[src/rtl/hnoc_pkg.sv]
// Shared HNoC definitions: flit and grant-id widths plus the rotate-priority search helper.
package hnoc_pkg;

  localparam int unsigned HNOC_FLIT_W  = 32;
  localparam int unsigned HNOC_REQ_IDW = 3;
  localparam int unsigned HNOC_MAX_REQ = 8;
  localparam int unsigned HNOC_BCNT_W  = 4;
  localparam int unsigned HNOC_CNT_W   = 32;
  localparam int unsigned HNOC_SUM_W   = HNOC_REQ_IDW + 1;

  typedef logic [HNOC_SUM_W-1:0] rr_sum_t;

  typedef struct packed {
    logic                    found;
    logic [HNOC_REQ_IDW-1:0] idx;
  } rr_pick_t;

  // First set bit of valid_vec searching ptr, ptr+1, ... modulo num_req.
  function automatic rr_pick_t rr_next(input logic [HNOC_REQ_IDW-1:0] ptr,
                                       input logic [HNOC_MAX_REQ-1:0] valid_vec,
                                       input int unsigned             num_req);
    rr_pick_t res;
    rr_sum_t  k;
    res = '0;
    for (int unsigned i = 0; i < HNOC_MAX_REQ; i++) begin
      k = {1'b0, ptr} + rr_sum_t'(i);
      if (k >= rr_sum_t'(num_req)) k = k - rr_sum_t'(num_req);
      if ((i < num_req) && !res.found && valid_vec[k[HNOC_REQ_IDW-1:0]]) begin
        res.found = 1'b1;
        res.idx   = k[HNOC_REQ_IDW-1:0];
      end
    end
    return res;
  endfunction

endpackage

[src/rtl/rr_pick.sv]
// Combinational rotate-priority encoder: picks the first valid requester at or after ptr.
module rr_pick
  import hnoc_pkg::*;
#(
  parameter int unsigned NUM_REQ = 4
) (
  input  logic [NUM_REQ-1:0]      valid,
  input  logic [HNOC_REQ_IDW-1:0] ptr,
  output logic [HNOC_REQ_IDW-1:0] idx_c,
  output logic                    found_c
);

  logic [HNOC_MAX_REQ-1:0] valid_ext;
  rr_pick_t                pick;

  always_comb begin
    valid_ext              = '0;
    valid_ext[NUM_REQ-1:0] = valid;
    pick                   = rr_next(ptr, valid_ext, NUM_REQ);
  end

  assign idx_c   = pick.idx;
  assign found_c = pick.found;

endmodule

[src/rtl/noc_inject_arbiter.sv]
// Round-robin arbiter with bounded bursts feeding one NoC injection port through a
// single registered output stage; also counts flits accepted by the NoC.
module noc_inject_arbiter
  import hnoc_pkg::*;
#(
  parameter int unsigned NUM_REQ   = 4,
  parameter int unsigned DATA_W    = HNOC_FLIT_W,
  parameter int unsigned MAX_BURST = 4
) (
  input  logic                      i_clk,
  input  logic                      i_reset_n,
  input  logic [NUM_REQ*DATA_W-1:0] i_req_data,
  input  logic [NUM_REQ-1:0]        i_req_valid,
  output logic [NUM_REQ-1:0]        o_req_ready,
  output logic [DATA_W-1:0]         o_noc_data,
  output logic                      o_noc_valid,
  input  logic                      i_noc_ready,
  output logic [HNOC_REQ_IDW-1:0]   o_grant_id,
  input  logic                      i_count_clr,
  output logic [HNOC_CNT_W-1:0]     o_sent_count
);

  localparam int unsigned IDW   = HNOC_REQ_IDW;
  localparam int unsigned BCW   = HNOC_BCNT_W;
  localparam int unsigned CNT_W = HNOC_CNT_W;

  if (NUM_REQ < 2 || NUM_REQ > HNOC_MAX_REQ) begin : g_bad_num_req
    $error("noc_inject_arbiter: NUM_REQ out of range");
  end
  if (MAX_BURST < 1 || MAX_BURST > 15) begin : g_bad_max_burst
    $error("noc_inject_arbiter: MAX_BURST out of range");
  end

  logic [IDW-1:0]    ptr_q;
  logic [IDW-1:0]    last_q;
  logic [BCW-1:0]    bcnt_q;
  logic [IDW-1:0]    win_c;
  logic              found_c;
  logic              drain_c;
  logic              can_load_c;
  logic              accept_c;
  logic [BCW-1:0]    run_c;
  logic [IDW-1:0]    ptr_next_c;
  logic [DATA_W-1:0] win_data_c;

  rr_pick #(.NUM_REQ(NUM_REQ)) u_pick (
    .valid   (i_req_valid),
    .ptr     (ptr_q),
    .idx_c   (win_c),
    .found_c (found_c)
  );

  // Handshake, winner data mux and burst bookkeeping for this cycle.
  always_comb begin
    drain_c     = o_noc_valid & i_noc_ready;
    can_load_c  = ~o_noc_valid | i_noc_ready;
    accept_c    = i_reset_n & found_c & can_load_c;
    o_req_ready = '0;
    win_data_c  = '0;
    for (int unsigned k = 0; k < NUM_REQ; k++) begin
      if (win_c == IDW'(k)) begin
        o_req_ready[k] = accept_c;
        win_data_c     = i_req_data[k*DATA_W +: DATA_W];
      end
    end
    run_c      = (win_c == last_q) ? (bcnt_q + BCW'(1)) : BCW'(1);
    ptr_next_c = (win_c == IDW'(NUM_REQ - 1)) ? '0 : (win_c + IDW'(1));
  end

  // Output register: loads on accept, empties on a drain with no replacement.
  always_ff @(posedge i_clk or negedge i_reset_n) begin
    if (!i_reset_n) begin
      o_noc_valid <= 1'b0;
      o_noc_data  <= '0;
      o_grant_id  <= '0;
    end else if (accept_c) begin
      o_noc_valid <= 1'b1;
      o_noc_data  <= win_data_c;
      o_grant_id  <= win_c;
    end else if (drain_c) begin
      o_noc_valid <= 1'b0;
    end
  end

  // Burst fairness: a requester keeps priority until it has won MAX_BURST times in a row.
  always_ff @(posedge i_clk or negedge i_reset_n) begin
    if (!i_reset_n) begin
      ptr_q  <= '0;
      last_q <= '0;
      bcnt_q <= '0;
    end else if (accept_c) begin
      last_q <= win_c;
      if (run_c >= BCW'(MAX_BURST)) begin
        ptr_q  <= ptr_next_c;
        bcnt_q <= '0;
      end else begin
        ptr_q  <= win_c;
        bcnt_q <= run_c;
      end
    end
  end

  // Drained-flit counter; a clear in the same cycle as a drain wins.
  always_ff @(posedge i_clk or negedge i_reset_n) begin
    if (!i_reset_n) begin
      o_sent_count <= '0;
    end else if (i_count_clr) begin
      o_sent_count <= '0;
    end else if (drain_c) begin
      o_sent_count <= o_sent_count + CNT_W'(1);
    end
  end

endmodule

[config.mk]
export PLATFORM = sky130hd
export DESIGN_NAME = noc_inject_arbiter
export DESIGN_NICKNAME = d
export VERILOG_FILES = /design/src/rtl/hnoc_pkg.sv /design/src/rtl/rr_pick.sv /design/src/rtl/noc_inject_arbiter.sv
export SDC_FILE = /design/constraint.sdc
export NUM_CORES = 1
export LEC_CHECK = 0
export ABC_CLOCK_PERIOD_IN_PS = 3350
export BUFFER_PORTS_ARGS = -buffer_cell sky130_fd_sc_hd__buf_2
export CAP_MARGIN = 20
export CORE_MARGIN = 4
export CORE_UTILIZATION = 43
export DETAILED_ROUTE_END_ITERATION = 6
export GPL_ROUTABILITY_DRIVEN = 0
export GPL_TIMING_DRIVEN = 0
export PLACE_DENSITY = 0.9
export SETUP_SLACK_MARGIN = 0.1
export SYNTH_ARGS = -nofsm -noshare
export SYNTH_HDL_FRONTEND = slang
export SYNTH_SLANG_ARGS = --single-unit
[constraint.sdc]
create_clock -name i_clk -period 3.35 [get_ports i_clk]
set_input_delay 0.335 -clock i_clk [delete_from_list [all_inputs] [get_ports i_clk]]
set_output_delay 0.335 -clock i_clk [all_outputs]
set_load 0.02 [all_outputs]
# [Yosys cells after proc, flatten, opt, wreduce, memory -nomap -nowiden]
# Cells that the tools add are included.
[totals] reg_bits=75 latchBits=0 ram_bits=0 mem_bits_ro=0 out_inout_bits=72 n_memories=0
[op_classes] addsub=10 mul=0 div_mod_pow=0 order_cmp=9 n_eq_ne=4 shifts=0 muxes=32 n_bitwise=5 reduce_logical=9
[op_table] cell="32-bit 2-to-1 mux" n=6
[op_table] cell="32-bit by 1-bit adder with 32-bit output, second input constant" n=1
[op_table] cell="4-bit 2-to-1 mux" n=6
[op_table] cell="3-bit 2-to-1 mux" n=6
[op_table] cell="4-bit by 3-bit greater-or-equal comparator with 1-bit output, second input constant" n=4
[op_table] cell="3-bit by 4-bit < comparator with 1-bit output, second input constant" n=4
[op_table] cell="1-bit binary-select mux with 3-bit select" n=4
[op_table] cell="3-bit subtractor, second input constant" n=4
[op_table] cell="1-bit 2-to-1 mux" n=10
[op_table] cell="3-bit by 2-bit adder with 4-bit output, second input constant" n=2
[op_table] cell="3-bit by 2-bit equality test with 1-bit output, second input constant" n=2
[op_table] cell="3-bit by 1-bit adder with 4-bit output, second input constant" n=1
[op_table] cell="4-bit by 1-bit adder with 4-bit output, second input constant" n=1
[op_table] cell="2-bit nonzero test" n=2
[op_table] cell="3-bit by 1-bit adder with 3-bit output, second input constant" n=1
[op_table] cell="1-bit bitwise AND" n=3
[op_table] cell="3-bit by 1-bit equality test with 1-bit output, second input constant" n=1
[op_table] cell="3-bit equality test" n=1
[op_table] cell="3-bit greater-or-equal comparator, second input constant" n=1
[op_table] cell="1-bit logical AND" n=3
[op_table] cell="1-bit zero test" n=3
[op_table] cell="3-bit zero test" n=1
[op_table] cell="1-bit inverter" n=1
[op_table] cell="1-bit OR" n=1

# [Logic depth before layout (Yosys ltp)]
# Gate-level depths: netlist of the first run.
[logic_depth] depth_word=19 depth_mapped=18 ltp_nobuf=14

# [Cells and area by module]
# From an unflattened synthesis of the first run, not the netlist that was laid out.
[hier_totals] cells_unflattened=609 area_unflattened_um2=4824.6
[by_module_without_submodules] module="noc_inject_arbiter" n_inst=1 cells_per_inst=572 area_each_um2=4526.8 seq_area_each_um2=1876.8
[by_module_without_submodules] module="rr_pick" n_inst=1 cells_per_inst=37 area_each_um2=297.8 seq_area_each_um2=0.0

# [Worst setup path after synthesis of the first run]
# OpenSTA, ideal clock, no wires.
[synth_path] path_kind="reg-to-reg" startpoint="reg ptr_q[0]" endpoint="reg o_noc_data[2]" arrival_ns=3.427 path_slack_ns=-0.159 stages_incl_launch_ff=18 path_buffers=5 period_less_slack_ns=3.509 cell_sequence="dfrtp_1 > buf_6 > buf_2 > inv_1 > ha_1 > mux4_2 > o21ai_1 > nor3_1 > or2_1 > buf_6 > ha_1 > clkbuf_1 > nor2_1 > clkbuf_1 > a221oi_1 > nor3_1 > a21oi_1 > o21ai_0"
[synth_between] elab_chain_cells=19 word_cells_on_any_way=43 cone_classes="7 x add/sub; 4 x order compare; 3 x eq/ne; 20 x mux; 2 x bitwise; 7 x reduce/logical"
[synth_rtl] element="from (decl)" line="noc_inject_arbiter.sv:34" source="logic [IDW-1:0] ptr_q;"
[synth_rtl] element="from (signal assigned)" line="noc_inject_arbiter.sv:94" source="ptr_q <= ptr_next_c;"
[synth_rtl] element="from (signal assigned)" line="noc_inject_arbiter.sv:97" source="ptr_q <= win_c;"
[synth_rtl] element="branches (longest 13 deep; another with 3-bit by 1-bit adder with 4-bit output)"
[synth_rtl] element="4-bit 2-to-1 mux *" line="hnoc_pkg.sv:28" source="if ((i < num_req) && !res.found && valid_vec[k[HNOC_REQ_IDW-1:0]]) begin"
[synth_rtl] element="via u_pick.idx_c[0]" line="rr_pick.sv:9" source="output logic [HNOC_REQ_IDW-1:0] idx_c,"
[synth_rtl] element="3-bit zero test" line="noc_inject_arbiter.sv:61" source="if (win_c == IDW'(k)) begin"
[synth_rtl] element="32-bit 2-to-1 mux (3 in series)" line="noc_inject_arbiter.sv:61"
[synth_rtl] element="32-bit 2-to-1 mux *" line="noc_inject_arbiter.sv:61"
[synth_rtl] element="to (signal assigned)" line="noc_inject_arbiter.sv:78" source="o_noc_data <= win_data_c;"
[synth_rtl] element="to (decl)" line="noc_inject_arbiter.sv:15" source="output logic [DATA_W-1:0] o_noc_data,"
# Mark *: on every way through the listed nets, which the timed path passes. The select of a mux whose other input is x is not followed.
# A chain may end at the register's enable or synchronous reset.

# [Worst setup path in the final report of the first run]
[layout_path] startpoint="reg ptr_q[0]" endpoint="reg o_noc_data[11]"
[layout_between] elab_chain_cells=19 word_cells_on_any_way=43 cone_classes="7 x add/sub; 4 x order compare; 3 x eq/ne; 20 x mux; 2 x bitwise; 7 x reduce/logical"
[layout_rtl] element="branches (longest 13 deep; another with 3-bit by 1-bit adder with 4-bit output)"
[layout_rtl] element="4-bit 2-to-1 mux *" line="hnoc_pkg.sv:28"
[layout_rtl] element="3-bit zero test" line="noc_inject_arbiter.sv:61"
[layout_rtl] element="32-bit 2-to-1 mux (4 in series)" line="noc_inject_arbiter.sv:61"
# Every way passes the cells marked *. The select of a mux whose other input is x is not followed.

==> flow_summary.json, run 1 <==
{
  "clk_pin_slew_ns": 0.10,
  "p_clk_share_pct": 7.3,
  "insertion_delay_ns": 0.36,
  "async_reset_ff_share_pct": 100.0,
  "worstMarginPinSlew_ns": 1.310,
  "final_util_pct": 72.99,
  "ys_warn_count": 0,
  "hold_viol_final": 0,
  "violations": "setup timing",
  "ant_nets": 0,
  "setup_slack_ns": -0.2712,
  "use_met3_pct": 7.164,
  "maxCapViolations": 0,
  "min_period_over_period_pct": 108.1,
  "rsz0062_at_grt": "yes",
  "synth_top_area_cell": "dfrtp_1",
  "hpwl_um": 11630,
  "synth-edff-count": 0,
  "wl_um": 22290,
  "layout_commonest_cell": "buf_2",
  "synthTopCellsByArea": "dfrtp_1, a221oi_1, nor2_1, nor3_1, nand2_1",
  "slowest_delay_ns": 0.39,
  "drt-wirelength-per-cell_um": 24.21,
  "track_usage_pct": 26.50,
  "htreeDepth": 3,
  "overflow": 0,
  "first_pass_iters": 6,
  "slew_violations": 0,
  "ir_worst_vdd_v": 0.001140,
  "port_buffers": 207,
  "yosys_most_used_dff": "dfrtp_1",
  "seqPwrFrac_pct": 13.7,
  "final_cells": 921,
  "switchingPower_mw": 4.723,
  "cts-root-buf": "clkbuf_8",
  "whs_ns": 0.1890,
  "path_class": "reg -> reg",
  "fin_crit_ns": 3.621,
  "grt_max_degree": 41,
  "post-place-cells": 864,
  "yosys.cell_types.count": 52,
  "synth_top_area_share_pct": 42.04,
  "vias_per_cell": 6.494,
  "avgSynthCellArea_sq_um": 8.536,
  "p_comb_share_pct": 79.0,
  "cts_buffer_depth": 2,
  "slew_headroom_pct": 11.55,
  "core_area_sq_um": 9955,
  "final_area_sq_um": 7266,
  "dieArea_sq_um": 12080,
  "p_leak_nw": 3.397,
  "met1_usage_pct": 30.27,
  "die_x_um": 109.9,
  "drive_gt1_share_pct": 48.79,
  "vias": 5981,
  "nFillCells": 621,
  "startpoint_type": "register",
  "antenna_found_initial": 0,
  "critPathMostFrequentCell": "buf_6",
  "min-delay-path-class": "in -> reg",
  "crit_family": "compound AO/OA/AOI/OAI gates",
  "post-place-ws_ns": -0.6234,
  "cts_tree": "built",
  "required_ns": 3.55,
  "grt_pass1_vias": 5078,
  "nNetsFinal": 926,
  "io_pins": 208,
  "p_int_mw": 4.773,
  "grt_pass1_wl_um": 24870,
  "cp_num_buf_inv": 7,
  "synthCells": 523,
  "final_cell_mix": "buf_2, dfrtp_1, nor2_1",
  "synth_seq_cells": 75,
  "cts_buffers": 9,
  "drt_first_iter_violations": 766,
  "power_switching_share_pct": 49.73,
  "synth_area_sq_um": 4464,
  "start_util_pct": 44.85,
  "placed_cell_area_sq_um": 5736,
  "syn_to_final_growth_pct": 62.75,
  "max_freq_ghz": 0.2762,
  "die_h_um": 109.9,
  "power_density_nw_per_um2": 1307,
  "arrival_ns": 3.82,
  "status": "finished, violations left",
  "crit_path_cell_trace": "buf_6 -> buf_6 -> inv_4 -> ha_4 -> mux4_2 -> a211o_1 -> o221ai_1 -> nor2_4 -> buf_6 -> ha_4 -> inv_4 -> nor2_4 -> buf_4 -> clkbuf_16 -> a221oi_4 -> nor3_2 -> a21oi_1 -> o21ai_1",
  "setup_viol": 25,
  "ff2ff_setup_slack_ns": -0.27,
  "slowest_stage": "dfrtp_1",
  "cts_sinks": 75,
  "cp-end-kind": "register",
  "crit_path_max_fanout": 5,
  "clock_skew_ns": 0.02109,
  "grt_busiest_layer": "met2",
  "seq_area_frac_synth_pct": 42.04,
  "route.detailed.drc": 0,
  "use_met2_pct": 45.71,
  "syn_nets": 667,
  "num_rows": 36
}
[path summary, 6_finish.rpt]
| kind | cells past startpoint | endpoint | from |
|---|---|---|---|
| max | 18 | o_noc_data[11]$_DFFE_PN0N_ | ptr_q[0]$_DFFE_PN0N_ |
| min | 2 | o_sent_count[30]$_DFFE_PN0P_ | i_count_clr |
| max reg2reg | 18 | o_noc_data[11]$_DFFE_PN0N_ | ptr_q[0]$_DFFE_PN0N_ |
| min reg2reg | 2 | o_noc_data[6]$_DFFE_PN0N_ | o_noc_data[6]$_DFFE_PN0N_ |
| max in group asynchronous | 3 | ptr_q[1]$_DFFE_PN0N_ | i_reset_n |
| min in group asynchronous | 2 | o_sent_count[29]$_DFFE_PN0P_ | i_reset_n |
[metrics by stage]
stage / power (mW) / setup TNS [ns]
3_3_place_gp: 4.795 / -12.78
3_5_place_dp: 4.883 / -15.43
5_1_grt: 9.744 / -4.519
4_1_cts: 6.792 / -0.05995
6_report: 9.496 / -1.673
2_1_floorplan: 3.848 / 0
[layer usage]
metal	share of wire, %	vias to the layer above
met1	33	2727
met2	45	641
li1	-	2400
met3	13	213
met5	0	-
met4	9.4	0
[cells by family (layout without fill, tap and decap cells)]
| kind of cell | count (synthesis) | after routing | synth area share [%] |
|---|---|---|---|
| AO/OA/AOI/OAI | 126 | 126 | 18.44 |
| XOR/XNOR | 29 | 29 | 5.689 |
| adder cells (fa/ha/maj) | 8 | 8 | 2.242 |
| buffers and inverters | 51 | 315 | 4.820 |
| flip-flops | 75 | 75 | 42.04 |
| multiplexers | 9 | 9 | 3.139 |
| other | 0 | 1 | 0 |
| AND/OR/NAND/NOR | 225 | 225 | 23.63 |
[power groups by stage]
stage | registers, mW | logic, mW | clock network [mW]
after floorplan | 1.47 | 2.38 | 0
after global placement | 1.26 | 3.53 | 0
after detailed placement | 1.27 | 3.61 | 0
after CTS | 1.26 | 4.85 | 0.681
after global routing | 1.31 | 7.70 | 0.732
final | 1.30 | 7.50 | 0.691
[state kept, by name, indices dropped and copies added, names as in the netlist]
register	cells
ptr_q	3
bcnt_q	4
o_sent_count	32
o_noc_data	32
o_noc_valid	1
last_q	3
[repair_timing]
action	CTS	global route
pin swaps	12	27
buffers inserted	18	17
hold endpoints to repair	39	0
gates resized for setup	108	120
gates cloned	0	5
endpoints found under the setup margin	38	38
hold buffers	1	0
[cell type report]
cell class / instances / area, sq um / area share [%]
Clock inverter: 7 / 57.56 / 0.7921
Antenna cell: 1 / 2.502 / 0.03444
Timing Repair Buffer: 249 / 1494 / 20.56
Inverter: 14 / 80.08 / 1.102
Sequential cell: 75 / 1878 / 25.85
Tap cell: 133 / 166.4 / 2.290
Clock buffer: 9 / 123.9 / 1.705
Multi-Input combinational cell: 397 / 3074 / 42.31
Buffer: 36 / 389.1 / 5.356
[synth_stat cells, types with 2 or more instances]
master and number:
ha_1 8, and4_1 4, nor4b_1 3, buf_6 2
a221oi_1 33, and3_1 5, o21ai_0 38, o21ai_1 2
nor3_1 41, nor2_1 72, mux4_2 2, nand3_1 16
dfrtp_1 75, a211o_1 2, xnor2_1 11, inv_1 14
xor2_1 18, buf_2 7, nand2_1 54, mux2_2 3
and2_1 5, nand2b_1 2, a21oi_1 38, nand4_1 8
or3_1 6, mux2i_1 2, clkbuf_1 27
Note: power is estimated with default switching activity, not from simulation.
==> run 2, diff against run 1 <==
--- a/config.mk
+++ b/config.mk
@@ -14,6 +14,7 @@
 export GPL_ROUTABILITY_DRIVEN = 0
 export GPL_TIMING_DRIVEN = 0
 export PLACE_DENSITY = 0.9
+export RECOVER_POWER = 25
 export SETUP_SLACK_MARGIN = 0.1
 export SYNTH_ARGS = -nofsm -noshare
 export SYNTH_HDL_FRONTEND = slang
==> run 2 against run 1 <==
  * The run still ends with setup timing left
  * Sequential share of layout area unchanged
  * Core utilization stayed put
  * Final cell count unchanged
  * Sequential power hardly changed
  * Setup slack improved by 0.011 ns
  * Via count shrank 0.48%
  * Register-to-register slack is essentially flat
  * Clock skew fell by 0.0029 ns
  * Cell area did not move
  * Maximum frequency up 0.29%
  * Global-route usage stayed put
==> flow_summary.json, run 2 (same netlist as run 1, synthesis figures left out) <==
{
  "status": "finished, violations left",
  "violations": "setup timing",
  "num_rows": 36,
  "insertion_delay_ns": 0.36,
  "required_ns": 3.55,
  "cts-root-buf": "clkbuf_8",
  "clk_pin_slew_ns": 0.10,
  "crit_path_max_fanout": 5,
  "clock_skew_ns": 0.01817,
  "vias": 5952,
  "switchingPower_mw": 4.721,
  "start_util_pct": 44.85,
  "nNetsFinal": 926,
  "p_int_mw": 4.771,
  "ant_nets": 0,
  "cp-end-kind": "register",
  "maxCapViolations": 0,
  "hold-path-endpoint": "o_sent_count[30]$_DFFE_PN0P_",
  "reg_top3": "o_noc_data (32), o_sent_count (32), bcnt_q (4)",
  "ff2ff_setup_slack_ns": -0.26,
  "p_leak_nw": 3.396,
  "final_cell_mix": "buf_2, dfrtp_1, nor2_1",
  "p_comb_share_pct": 79.0,
  "hold_viol_final": 0,
  "setup_viol": 23,
  "min_delay_path_depth": 2,
  "grt_max_degree": 41,
  "route.detailed.drc": 0,
  "antenna_found_initial": 0,
  "p_clk_share_pct": 7.2,
  "htreeDepth": 3,
  "cts_sinks": 75,
  "post-place-ws_ns": -0.6234,
  "arrival_ns": 3.81,
  "track_usage_pct": 26.50,
  "drt_first_iter_violations": 765,
  "vias_per_cell": 6.463,
  "grt_pass1_wl_um": 24870,
  "grt_pass1_vias": 5078,
  "power_density_nw_per_um2": 1306,
  "drt-wirelength-per-cell_um": 24.20,
  "power_switching_share_pct": 49.74,
  "max_freq_ghz": 0.2770,
  "reg2reg_to": "o_noc_data[11]$_DFFE_PN0N_",
  "first_pass_iters": 7,
  "io_pins": 208,
  "path_class": "reg -> reg",
  "setup_slack_ns": -0.2606,
  "cts_buffers": 9,
  "die_x_um": 109.9,
  "syn_to_final_growth_pct": 62.75,
  "slew_headroom_pct": 14.53,
  "r2r_start": "ptr_q[0]$_DFFE_PN0N_",
  "die_h_um": 109.9,
  "rsz0062_at_grt": "yes",
  "layout_commonest_cell": "buf_2",
  "overflow": 0,
  "worstMarginPinSlew_ns": 1.266,
  "min_period_over_period_pct": 107.8,
  "min-delay-path-class": "in -> reg",
  "drive_gt1_share_pct": 48.79,
  "port_buffers": 207,
  "seqPwrFrac_pct": 13.7,
  "ir_worst_vdd_v": 0.001140,
  "slew_violations": 0,
  "hp-start": "i_count_clr",
  "cts_buffer_depth": 2,
  "final_util_pct": 72.99,
  "hpwl_um": 11630,
  "cts_tree": "built",
  "startpoint_type": "register",
  "fin_crit_ns": 3.611,
  "dieArea_sq_um": 12080,
  "core_area_sq_um": 9955,
  "worst-r2r-cell-count": 18,
  "wl_um": 22290
}
[run 2: final cells by class]
cell class	count	area (sq um)
multi-input combinational	397	3074
fill	621	2689
sequential	75	1878
timing repair buffer	249	1494
buffer	36	389.1
tap	133	166.4
clock buffer	9	123.9
inverter	14	80.08
clock inverter	7	57.56
antenna	1	2.502
[run 2: per-stage QoR]
step | setup TNS [ns] | total power, mW | std cells | area, sq um | hold WS [ns]
after global placement | -12.78 | 4.795 | 863 | 5713 | 0.4562
after global routing | -4.519 | 9.744 | 920 | 7263 | 0.1818
after detailed placement | -15.43 | 4.883 | 864 | 5736 | 0.3505
after CTS | -0.05995 | 6.792 | 899 | 6529 | 0.1769
final | -1.482 | 9.492 | 921 | 7266 | 0.1909
after floorplan | 0 | 3.848 | 523 | 4511 | 0.03941
[run 2: worst max-delay path by stage]
stage | cells past startpoint | from | end
after CTS | 16 | ptr_q[0]$_DFFE_PN0N_ | o_req_ready[2]
after global routing | 18 | ptr_q[0]$_DFFE_PN0N_ | o_noc_data[11]$_DFFE_PN0N_
after global placement | 17 | ptr_q[0]$_DFFE_PN0N_ | o_noc_data[2]$_DFFE_PN0N_
after floorplan | 14 | ptr_q[0]$_DFFE_PN0N_ | ptr_q[1]$_DFFE_PN0N_
after detailed placement | 17 | ptr_q[0]$_DFFE_PN0N_ | o_noc_data[2]$_DFFE_PN0N_
final | 18 | ptr_q[0]$_DFFE_PN0N_ | o_noc_data[11]$_DFFE_PN0N_
[run 2: power by group through the flow]
stage	Clock, mW	Combinational (mW)	Sequential (mW)
after CTS	0.681	4.85	1.26
final	0.688	7.50	1.30
after global routing	0.732	7.70	1.31
after floorplan	0	2.38	1.47
after detailed placement	0	3.61	1.27
after global placement	0	3.53	1.26
[run 2: repair_timing]
action / 4_1_cts / 5_1_grt
hold endpoints to repair: 39 / 0
buffers inserted: 18 / 17
pin swaps: 12 / 27
cloned: 0 / 5
endpoints found under the setup margin: 38 / 38
hold buffers: 1 / 0
gates resized for setup: 108 / 120
[run 2: critical path, stage by stage, from the launching register on]
cell and delay [ns]:
dfrtp_1 0.39, buf_6 0.12, buf_6 0.10, inv_4 0.04
ha_4 0.28, mux4_2 0.34, a211o_1 0.32, o221ai_1 0.18
nor2_4 0.15, buf_6 0.16, ha_4 0.15, inv_4 0.06
nor2_4 0.04, buf_4 0.16, clkbuf_16 0.17, a221oi_4 0.28
nor3_2 0.06, a21oi_1 0.27, o21ai_1 0.16
[run 2: per-layer routing]
| metal | global-route usage, % | wire length [um] |
|---|---|---|
| met1 | 30.27 | 7354 |
| met2 | 45.71 | 10030 |
| met3 | 7.164 | 2806 |
| met4 | 12.56 | 2093 |
| met5 | 0 | 0 |
==> run 3, diff against run 2 <==
--- a/config.mk
+++ b/config.mk
@@ -12,7 +12,6 @@
 export CORE_UTILIZATION = 43
 export DETAILED_ROUTE_END_ITERATION = 6
 export GPL_ROUTABILITY_DRIVEN = 0
-export GPL_TIMING_DRIVEN = 0
 export PLACE_DENSITY = 0.9
 export RECOVER_POWER = 25
 export SETUP_SLACK_MARGIN = 0.1
==> run 3 against run 2 <==
  * The run now ends clean
  * Final cell count fell by 5.0%
  * Global-route usage fell by 2.8 points
  * Critical path depth fell by 9
  * Worst hold slack improved by 0.081 ns
  * Clock power fell by 5.2%
  * Combinational power fell by 44%
  * Die area did not move
  * Flip-flop and latch count did not move
  * Sequential power fell by 3%
==> flow_summary.json, run 3 (same netlist as run 1, synthesis figures left out) <==
{
  "die_h_um": 109.9,
  "status": "finished, final reports clean",
  "crit_path_start": "ptr_q[0]$_DFFE_PN0N_",
  "p_clk_share_pct": 10.6,
  "antenna_found_initial": 4,
  "insertion_delay_ns": 0.34,
  "max_freq_ghz": 0.3131,
  "grt_max_degree": 46,
  "worst-r2r-cell-count": 8,
  "maxCapViolations": 0,
  "hold_viol_final": 0,
  "r2r_start": "ptr_q[0]$_DFFE_PN0N_",
  "grt_pass1_vias": 4750,
  "dieArea_sq_um": 12080,
  "ir_worst_vdd_v": 0.0008231,
  "power_switching_share_pct": 46.65,
  "io_pins": 208,
  "ff2ff_setup_slack_ns": 0.24,
  "route.detailed.drc": 0,
  "vias_per_cell": 5.567,
  "core_area_sq_um": 9955,
  "arrival_ns": 2.86,
  "min_delay_path_depth": 3,
  "overflow": 0,
  "first_pass_iters": 5,
  "setup_tns_ns": 0,
  "wl_um": 14550,
  "path_class": "reg -> out",
  "crit_path_max_fanout": 33,
  "fin_crit_ns": 3.193,
  "min-delay-path-class": "in -> reg",
  "drt-wirelength-per-cell_um": 16.63,
  "seqPwrFrac_pct": 20.6,
  "start_util_pct": 44.85,
  "slew_violations": 0,
  "cts-root-buf": "clkbuf_8",
  "drt_first_iter_violations": 273,
  "grt_pass1_wl_um": 22390,
  "ant_nets": 0,
  "min_period_over_period_pct": 95.33,
  "setup_viol": 0,
  "startpoint_type": "register",
  "layout_commonest_cell": "buf_2",
  "slowest_stage": "mux4_2",
  "cts_sinks": 75,
  "track_usage_pct": 23.66,
  "cts_buffers": 9,
  "required_ns": 3.01,
  "crit_path_cell_trace": "mux4_2 -> a221o_1 -> nor4b_4 -> nor2_4 -> ha_2 -> buf_12 -> inv_1 -> nor2_2 -> buf_2",
  "post-place-ws_ns": 0.04577,
  "reg2reg_to": "ptr_q[1]$_DFFE_PN0N_",
  "die_x_um": 109.9,
  "syn_to_final_growth_pct": 38.42,
  "port_buffers": 207,
  "slew_headroom_pct": 22.22,
  "setup_slack_ns": 0.1566,
  "hold-path-endpoint": "o_noc_data[6]$_DFFE_PN0N_",
  "rsz0062_at_grt": "yes",
  "power_density_nw_per_um2": 994.0,
  "vias": 4871,
  "cts_buffer_depth": 2,
  "hp-start": "i_req_data[102]",
  "clock_skew_ns": 0.01223,
  "clk_pin_slew_ns": 0.09,
  "p_leak_nw": 2.960,
  "cts_tree": "built",
  "cp-end-kind": "output port",
  "nNetsFinal": 878,
  "final_cell_mix": "buf_2, dfrtp_1, nor2_1",
  "num_rows": 36,
  "htreeDepth": 3,
  "drive_gt1_share_pct": 36.54,
  "switchingPower_mw": 2.865,
  "hpwl_um": 10720,
  "p_int_mw": 3.277,
  "whs_ns": 0.2723,
  "worstMarginPinSlew_ns": 1.152,
  "reg_top3": "o_noc_data (32), o_sent_count (32), bcnt_q (4)",
  "slowest_delay_ns": 0.56,
  "p_comb_share_pct": 68.8
}
## run 3: changes by cell type in the layout (fill, tap and decap cells not counted), sizes merged
cell      previous run  this run
buf                263       217
clkbuf              30        27
diode                1         3
bufbuf               0         1
clkinv               2         1
clkinvlp             2         3
## run 3: how the worst max path moves through the flow
stage	to	slack, ns	cells past startpoint
3_5_place_dp	ptr_q[1]$_DFFE_PN0N_	0.05	9
3_3_place_gp	ptr_q[1]$_DFFE_PN0N_	0.11	9
2_1_floorplan	ptr_q[1]$_DFFE_PN0N_	0.11	14
5_1_grt	o_req_ready[2]	-0.001	10
4_1_cts	o_req_ready[2]	0.03	10
6_report	o_req_ready[1]	0.16	9
## run 3: what timing repair did
item                                    in CTS  in global routing
endpoints found under the setup margin       5                 13
hold buffers                                 1                  0
setup buffers                                3                  9
gates cloned                                 1                  0
hold endpoints to repair                    34                  0
pin swaps                                    3                  8
resized for setup                           13                 15
## run 3: metrics by stage
stage | power (mW) | std cells | utilization [%] | area, sq um
after floorplan | 3.848 | 523 | - | 4511
after global placement | 4.885 | 842 | 57.87 | 5761
after detailed placement | 4.961 | 842 | 57.87 | 5761
after CTS | 5.859 | 863 | 60.99 | 6071
after global routing | 6.636 | 875 | 62.08 | 6180
final | 6.143 | 875 | 62.08 | 6180
## run 3: power groups by stage
stage / Sequential, mW / Combinational (mW) / Clock, mW
3_3_place_gp: 1.26 / 3.62 / 0
5_1_grt: 1.29 / 4.64 / 0.708
2_1_floorplan: 1.47 / 2.38 / 0
3_5_place_dp: 1.27 / 3.69 / 0
6_report: 1.26 / 4.23 / 0.652
4_1_cts: 1.25 / 3.94 / 0.668
## run 3: routing by layer
layer,vias up,GRT usage (%),wire (um)
li1,2304,-,-
met4,2,13.27,637
met2,251,40.34,7252
met3,59,5.931,1214
met5,-,0,12
met1,2255,26.86,5435
## run 3: critical path, delay by kind of cell (launching register included)
kind / cells / cell delay (ns)
and+or+nand+nor: 3 / 0.55
muxes: 1 / 0.56
adders and majority gates: 1 / 0.22
DFF: 1 / 0.41
buffers and inverters: 3 / 0.41
AOI/OAI and AO/OA: 1 / 0.36
## run 3: final cells by class
cell class | count | area, sq um
Clock inverter | 7 | 57.56
Fill cell | 863 | 3775
Clock buffer | 9 | 123.9
Antenna cell | 3 | 7.507
Timing Repair Buffer | 237 | 1375
Inverter | 14 | 52.55
Tap cell | 133 | 166.4
Sequential cell | 75 | 1878
Multi-Input combinational cell | 397 | 2519
